### config.mk
export PLATFORM = sky130hd
export DESIGN_NAME = spi_tx_sequencer
export DESIGN_NICKNAME = d
export VERILOG_FILES = /design/src/rtl/spi_tx_sequencer.sv
export SDC_FILE = /design/constraint.sdc
export NUM_CORES = 1
export LEC_CHECK = 0
export BUFFER_PORTS_ARGS = -buffer_cell sky130_fd_sc_hd__buf_4
export CORE_ASPECT_RATIO = 0.8
export CORE_MARGIN = 2
export CORE_UTILIZATION = 35
export DETAILED_ROUTE_END_ITERATION = 16
export PLACE_DENSITY_LB_ADDON = 0.1
export SLEW_MARGIN = 20
export SYNTH_ARGS = -nofsm -noshare
export SYNTH_HDL_FRONTEND = slang
export SYNTH_SLANG_ARGS = --single-unit
### constraint.sdc
create_clock -name i_clk -period 4 [get_ports i_clk]
set_input_delay 0.2 -clock i_clk [delete_from_list [all_inputs] [get_ports i_clk]]
set_output_delay 0.2 -clock i_clk [all_outputs]
set_load 0.005 [all_outputs]
### src/rtl/spi_tx_sequencer.sv
// spi_tx_sequencer: FIFO-buffered feeder for the SPI transmit core, one {dc, byte} entry per core transfer.
// Optional feature macro SPI_TIMEOUT_EN: abandon a byte after TIMEOUT_CYC cycles without valid and raise sticky o_err.
module spi_tx_sequencer #(
    parameter int unsigned FIFO_DEPTH  = 16,
    parameter int unsigned GAP_CYCLES  = 4
`ifdef SPI_TIMEOUT_EN
    ,
    parameter int unsigned TIMEOUT_CYC = 4096
`endif
) (
    input  logic                        i_clk,
    input  logic                        i_rst_n,
    input  logic [7:0]                  i_prescaler,
    input  logic                        i_wr_en,
    input  logic                        i_wr_dc,
    input  logic [7:0]                  i_wr_data,
    output logic                        o_full,
    output logic                        o_empty,
    output logic [$clog2(FIFO_DEPTH):0] o_level,
    output logic                        o_ovf,
    input  logic                        i_spi_valid,
    output logic [9:0]                  o_spi_control,
    output logic [7:0]                  o_spi_data,
    output logic                        o_busy,
    output logic                        o_err
);

    localparam int unsigned AW = $clog2(FIFO_DEPTH);
    localparam int unsigned LW = AW + 1;
    localparam int unsigned GW = $clog2(GAP_CYCLES + 1);

    typedef struct packed {
        logic       dc;
        logic [7:0] data;
    } entry_t;

    typedef enum logic [1:0] {S_IDLE, S_LOAD, S_SEND, S_GAP} state_t;

    entry_t        r_mem [FIFO_DEPTH];
    logic [AW-1:0] r_wptr;
    logic [AW-1:0] r_rptr;
    logic [LW-1:0] r_level;
    logic          r_full;
    logic          r_empty;
    logic          r_ovf;
    logic          r_valid_q;
    state_t        r_state;
    entry_t        r_entry;
    logic [9:0]    r_ctrl;
    logic [7:0]    r_data;
    logic          r_busy;
    logic          r_err;
    logic [GW-1:0] r_gap_cnt;

    entry_t        w_head;
    logic          w_done;
    logic          w_push;
    logic          w_pop;
    logic [LW-1:0] w_level_nxt;

`ifdef SPI_TIMEOUT_EN
    localparam int unsigned TW = $clog2(TIMEOUT_CYC + 1);
    logic [TW-1:0] r_to_cnt;
    logic          w_timeout;

    assign w_timeout = (r_state == S_SEND) & ~w_done & (r_to_cnt == TW'(TIMEOUT_CYC - 1));
`endif

    assign w_head      = r_mem[r_rptr];
    assign w_done      = i_spi_valid & ~r_valid_q;
    assign w_push      = i_wr_en & ~r_full;
    // Chain into the next entry only while the dc mode is unchanged; otherwise a gap follows.
    assign w_pop       = ~r_empty & ((r_state == S_IDLE) |
                         ((r_state == S_SEND) & w_done & (w_head.dc == r_ctrl[1])));
    assign w_level_nxt = r_level + LW'(w_push) - LW'(w_pop);

    always_ff @(posedge i_clk) begin
        if (w_push) begin
            r_mem[r_wptr] <= {i_wr_dc, i_wr_data};
        end
    end

    // FIFO pointers and status flags
    always_ff @(posedge i_clk or negedge i_rst_n) begin
        if (!i_rst_n) begin
            r_wptr  <= '0;
            r_rptr  <= '0;
            r_level <= '0;
            r_full  <= 1'b0;
            r_empty <= 1'b1;
            r_ovf   <= 1'b0;
        end else begin
            if (w_push) begin
                r_wptr <= r_wptr + AW'(1);
            end
            if (w_pop) begin
                r_rptr <= r_rptr + AW'(1);
            end
            r_level <= w_level_nxt;
            r_full  <= (w_level_nxt == LW'(FIFO_DEPTH));
            r_empty <= (w_level_nxt == '0);
            r_ovf   <= i_wr_en & r_full;
        end
    end

    // Sequencer FSM with registered core-side outputs
    always_ff @(posedge i_clk or negedge i_rst_n) begin
        if (!i_rst_n) begin
            r_state   <= S_IDLE;
            r_valid_q <= 1'b0;
            r_entry   <= '0;
            r_ctrl    <= '0;
            r_data    <= '0;
            r_busy    <= 1'b0;
            r_err     <= 1'b0;
            r_gap_cnt <= '0;
`ifdef SPI_TIMEOUT_EN
            r_to_cnt  <= '0;
`endif
        end else begin
            r_valid_q <= i_spi_valid;
            if (w_pop) begin
                r_entry <= w_head;
            end
            unique case (r_state)
                S_IDLE: begin
                    if (w_pop) begin
                        r_state <= S_LOAD;
                        r_busy  <= 1'b1;
                    end
                end
                S_LOAD: begin
                    r_data  <= r_entry.data;
                    r_ctrl  <= {i_prescaler, r_entry.dc, 1'b1};
                    r_state <= S_SEND;
`ifdef SPI_TIMEOUT_EN
                    r_to_cnt <= '0;
`endif
                end
                S_SEND: begin
                    if (w_done) begin
                        if (w_pop) begin
                            r_state <= S_LOAD;
                        end else begin
                            r_ctrl[0] <= 1'b0;
                            r_gap_cnt <= '0;
                            r_state   <= S_GAP;
                        end
                    end
`ifdef SPI_TIMEOUT_EN
                    else if (w_timeout) begin
                        r_ctrl[0] <= 1'b0;
                        r_err     <= 1'b1;
                        r_gap_cnt <= '0;
                        r_state   <= S_GAP;
                    end else begin
                        r_to_cnt <= r_to_cnt + TW'(1);
                    end
`endif
                end
                S_GAP: begin
                    if (r_gap_cnt == GW'(GAP_CYCLES - 1)) begin
                        r_state <= S_IDLE;
                        r_busy  <= 1'b0;
                    end else begin
                        r_gap_cnt <= r_gap_cnt + GW'(1);
                    end
                end
                default: begin
                    r_state <= S_IDLE;
                end
            endcase
        end
    end

    assign o_full        = r_full;
    assign o_empty       = r_empty;
    assign o_level       = r_level;
    assign o_ovf         = r_ovf;
    assign o_spi_control = r_ctrl;
    assign o_spi_data    = r_data;
    assign o_busy        = r_busy;
    assign o_err         = r_err;

endmodule

* After elaboration in Yosys (flattened, before gate mapping) *
Memories as Yosys holds them, arrays and structs flattened.
Index checks and enable logic that the tools add are counted.

cells by class
  add/sub/neg operators = 5
  equality and inequality tests = 11
  mux-type cells = 17
  bitwise operators = 10
  reductions and logical operators = 9

operators by type and width
  operator                                              number
  != test 2 bit (second input constant)                 5
  2-to-1 mux 3 bit                                      3
  AND reduction 3 bit                                   3
  adder 4 x 1 -> 4 bit (second input constant)          2
  2-to-1 mux 2 bit                                      4
  case mux 2 bit (4 select lines)                       1
  bitwise AND 1 bit                                     6
  2-to-1 mux 1 bit                                      6
  case mux 3 bit (2 select lines)                       1
  nonzero test 2 bit                                    3
  adder 5 x 1 -> 5 bit                                  1
  equality test 5 bit (second input constant)           1
  logical NOT 5 bit                                     1
  subtractor 5 x 1 -> 5 bit                             1
  equality test 2 bit (second input constant)           2
  case mux 1 bit (2 select lines)                       2
  AND reduction 4 bit                                   1
  adder 3 x 1 -> 3 bit (second input constant)          1
  equality test 3 x 2 -> 1 bit (second input constant)  1
  NOT 1 bit                                             3
  equality test 2 x 1 -> 1 bit (second input constant)  1
  logical NOT 2 bit                                     1
  equality test 1 bit                                   1
  bitwise OR 1 bit                                      1

storage, ports and cells
  bits in registers = 50
  memory bits (writable) = 144
  input port bits = 21
  output and inout port bits = 28
  logic and storage cells = 68
  memories = 1

memories
  name   words  bits a word  read ports  clocked after memory_dff  wr ports  RTL line  text
  r_mem  16     9            1           0                         1         39        entry_t r_mem [FIFO_DEPTH];

* Longest topological paths before layout *
  depth in word-level cells = 9
  gate-level depth with buffers = 18

* Worst setup path before layout *
No wires, ideal clock.

  path kind = register -> register
  from = register r_rptr[1]
  to = register r_full, in the netlist o_full
  library setup time = 0.073 ns
  arrival = 3.734 ns
  data required time = 3.927 ns
  path slack = 0.194 ns
  cell stages (with the launch flop) = 17
  buffers on the path = 2
  period minus slack after synthesis = 3.806 ns
  path through = dfrtp_1 buf_6 mux4_2 mux2_4 a32oi_4 mux2i_2 nor2_2 buf_6 inv_1 ha_1 inv_1 ha_1 inv_1 fa_1 inv_1 or4_1 nor2b_1

between the ends
  longest elaborated chain between the ends = 7

ends and longest elaborated chain
  item                       RTL line  text
  start: declaration         41        logic [AW-1:0] r_rptr;
  start signal: assignment   97        r_rptr <= r_rptr + AW'(1);
  memory read (16 x 9 bit)   --
  equality test 1 bit        74        ((r_state == S_SEND) & w_done & (w_head.dc == r_ctrl[1])));
  bitwise AND 1 bit          74
  bitwise OR 1 bit           73        assign w_pop = ~r_empty & ((r_state == S_IDLE) |
  bitwise AND 1 bit          73
  named net w_pop            58        logic w_pop;
  subtractor 5 x 1 -> 5 bit  75        assign w_level_nxt = r_level + LW'(w_push) - LW'(w_pop);
  named net w_level_nxt[1]   59        logic [LW-1:0] w_level_nxt;
  equality test 5 bit        100       r_full <= (w_level_nxt == LW'(FIFO_DEPTH));
  end signal: assignment     100
  end: declaration           43        logic r_full;

The timed path passes the listed nets, and every way through them passes these cells.
A chain may end at the register's enable or synchronous reset.

* Final worst setup path *
Same ends and word-level chain as after synthesis.

==> key figures <==
Worst setup path
  • Top delay family on crit path: multiplexers
  • Reg2reg end: o_full
  • WP data arrival: 4.07 ns
  • Crit Path Category: reg -> reg
  • Slowest CP cell: mux4_1
  • Critical Path Sink: o_full
  • Worst path most repeated cell: inv_1
  • Crit path capture type: flip-flop
  • Critical Path Start: r_rptr[1]
  • Crit Path Max Fanout: 5
  • CP Data Required Time: 4.36 ns
  • Reg-to-reg slack, setup: 0.29 ns
  • CP cell instances: mux4_1 > mux2_4 > a32oi_4 > mux2i_2 > nor2_2 > inv_1 > ha_1 > inv_1 > ha_1 > inv_1 > fa_1 > inv_1 > or4_1 > nor2b_1
  • Crit path largest cell delay: 0.58 ns
  • Setup crit start kind: flip-flop
  • Reg2reg start: r_rptr[1]
  • Crit path buf inv count: 4
  • Worst Reg-to-Reg Cells: 14
  • CP Depth: 14

Global route
  • Initial antenna violation count: 1
  • First-pass GRT wire length: 23,500 µm
  • Vias in the first global route: 3,721
  • Largest net degree at the start of global routing: 51
  • Total GRT Usage: between 10% and 20%
  • Gr ovfl total: 0

Clock network
  • H-tree levels: 4
  • Clock Latency Late Sink: 0.42 ns
  • Buffer count from post-CTS setup fixing: 0
  • Longest Clk Path Bufs: 2
  • CTS tree: yes
  • CTS root buf: clkbuf_16
  • Hold buffers post-CTS: 10
  • Clock slew at reported path FFs: 0.07 ns
  • TritonCTS Buffers: 17
  • Sink Count: around 190
  • Post-CTS sizing: 0

Synthesis
  • Main synth FF type: edfxtp_1
  • Flop and latch count out of synthesis: approximately 190
  • Synth top area cells: edfxtp_1 (56%), dfrtp_1 (16%), mux4_2 (12%), mux2_2 (2.6%), ha_1 (1.9%)
  • Post-Syn Area per Cell: between 15 and 20 µm²
  • Synth cell types: 43
  • Mux cell area share after synthesis: between 10% and 20%
  • Post-synthesis adder-cell area fraction: 2.18%
  • EDFF count, synth: 144
  • Compound-Gate Fraction of Synth Area: 2.12%
  • Synthesized cell area: 7790 µm²
  • Net count after synthesis: 431
  • Fraction of registers with async set/reset: 25.8%
  • Largest family of logic cells by synthesized area: multiplexers
  • Area share of the largest cell type after synthesis: a little under three fifths
  • Post-Synth Simple-Gate Area: 3.44%
  • Synthesized netlist cell count: 397
  • Post-synthesis sequential area ratio: 71.6%
  • Area leader, netlist: edfxtp_1
  • Yosys warns: 1
  • Most instantiated cells after synthesis: edfxtp_1 (144), dfrtp_1 (49), mux4_2 (41)
  • Post-synthesis xor/xnor area fraction: roughly 1.1%
  • Cell with the most instances after synthesis: edfxtp_1

Timing
  • Setup violations, final: 0
  • RSZ-0062 raised after global routing: false
  • Final Critical Period: 3.71 ns
  • Tcrit/Tclk final: 92.8%
  • Peak Freq: between 0.2 and 0.3 GHz
  • Hold Vio Cnt, Final: 0
  • Slew @ Worst Pin: 0.742 ns
  • Setup TNS: 0 ns
  • Worst Skew: 0.00987 ns
  • Slew Limit Headroom: between 50% and 60%
  • Final max-slew violation count: 0

Drt
  • Vias: approximately 3,700
  • Antenna Nets Post-Route: 0
  • Pre-Repair DR Iteration Count: 4
  • Final wirelength: around 15,000 µm
  • Drt drc: 0
  • Vias/cell: 4.75
  • Wirelength per Cell: 19.9 µm
  • Initial DRC Count: 204

Outcome
  • Status: complete, no violations

Floorplanning
  • Core area: 21,700 µm²
  • Die width: 171 µm
  • Die Height: 137 µm
  • Ports: just under 50
  • Initial Util: 35.9%
  • Num rows: 48
  • Die area: 23,500 µm²

Power and ir drop
  • Peak VDD IR: 0.271 mV
  • Power Dens Cells: 733 nW/µm²
  • Leakage: 3.35 nW

Final layout
  • End-of-flow core utilization: 42.6%
  • Fillers: around 1,900
  • Fin nets: 499
  • Antenna Cells: 0
  • Layout area overhead: 18.6%
  • Share of layout cells above drive strength 1: 33.3%

Placement
  • PortBufs: 47
  • Routability Congestion: ~0.73
  • Final HPWL DP: 9990 µm

Hold path
  • Hold Path Class: in -> reg

Run
  • Max cap viols: 0
[cell families (layout without fill, tap and decap cells)]
logic type / count (synthesis) / after routing
flip-flops: 194 / 194
multiplexers: 75 / 75
AND/OR/NAND/NOR: 48 / 48
buffers and inverters: 34 / 115
AO/OA/AOI/OAI: 22 / 22
adder cells (fa/ha/maj): 13 / 13
XOR/XNOR: 10 / 10
other: 1 / 1
[placed cells by master, fill, tap and decap left out, drive strengths merged, types with 2 or more instances in the layout]
| cell type | netlist | layout |
|---|---|---|
| edfxtp | 144 | 144 |
| buf | 7 | 56 |
| dfrtp | 49 | 49 |
| mux4 | 43 | 43 |
| mux2 | 27 | 27 |
| inv | 17 | 18 |
| clkbuf | 10 | 18 |
| and2 | 17 | 17 |
| ha | 12 | 12 |
| xnor2 | 10 | 10 |
| dlygate4sd3 | 0 | 10 |
| nor2 | 9 | 9 |
| clkinv | 0 | 7 |
| a21oi | 6 | 6 |
| nand2 | 6 | 6 |
| bufinv | 0 | 5 |
| mux2i | 5 | 5 |
| o21ai | 4 | 4 |
| nor2b | 3 | 3 |
| nand3b | 3 | 3 |
| a21o | 3 | 3 |
| nand2b | 2 | 2 |
| nor3 | 2 | 2 |
| a32o | 2 | 2 |
| a31oi | 2 | 2 |
[report_power, final]
part / switching, mW / leakage (nW) / internal (mW) / total, mW
logic: 0.990 / 1.15 / 1.14 / 2.13
registers: 0.222 / 1.89 / 2.57 / 2.79
clock network: 0.736 / 0.312 / 1.11 / 1.85
[area by class of cell]
cell class	count	area [µm²]	area share (%)
Clock inverter	14	211	2.29
Timing Repair Buffer	66	520	5.63
Inverter	17	63.8	0.691
Multi-Input combinational cell	169	2060	22.3
Sequential cell	194	5580	60.4
Tap cell	300	375	4.06
Clock buffer	18	429	4.64
[worst min-delay path by stage]
stage / startpoint / end / slack [ns] / cells past startpoint
finish: i_prescaler[0] / o_spi_control[2] / 0.02 / 2
global route: i_prescaler[0] / o_spi_control[2] / 0.007 / 2
CTS: i_prescaler[0] / o_spi_control[2] / 0.002 / 2
detailed placement: i_rst_n / r_wptr[0] / 0.27 / 1
global placement: i_rst_n / r_wptr[0] / 0.26 / 1
floorplan: i_rst_n / o_busy / -0.1 / 0
[per-stage QoR]
step	hold WS (ns)	power, mW	instances	area [µm²]	worst slack, ns
after global placement	0.258	4.97	736	8500	0.367
after CTS	0.00214	6.87	778	9240	0.270
after detailed placement	0.272	5.01	736	8500	0.287
after floorplan	-0.0956	4.26	397	7790	0.194
final	0.0177	6.77	778	9240	0.289
after global routing	0.00655	7.15	778	9240	0.0868
[sequential cells by signal, summed over array words and instances, names as in the netlist]
| name | flops |
|---|---|
| o_busy | 1 |
| o_empty | 1 |
| o_full | 1 |
| o_level | 5 |
| o_ovf | 1 |
| o_spi_control | 10 |
| o_spi_data | 8 |
| r_entry | 9 |
| r_gap_cnt | 3 |
| r_mem | 144 |
| r_rptr | 4 |
| r_state | 2 |
| r_valid_q | 1 |
| r_wptr | 4 |
[per-layer routing]
metal | vias to the layer above | part of all wire [%] | track usage (%)
met5 | - | 0 | 0
met4 | 0 | 0.94 | 3.56
met3 | 10 | 4.4 | 3.48
met2 | 73 | 43 | 20.2
met1 | 1927 | 51 | 21.9
li1 | 1685 | - | -
Power figures use the tool's default switching activity.
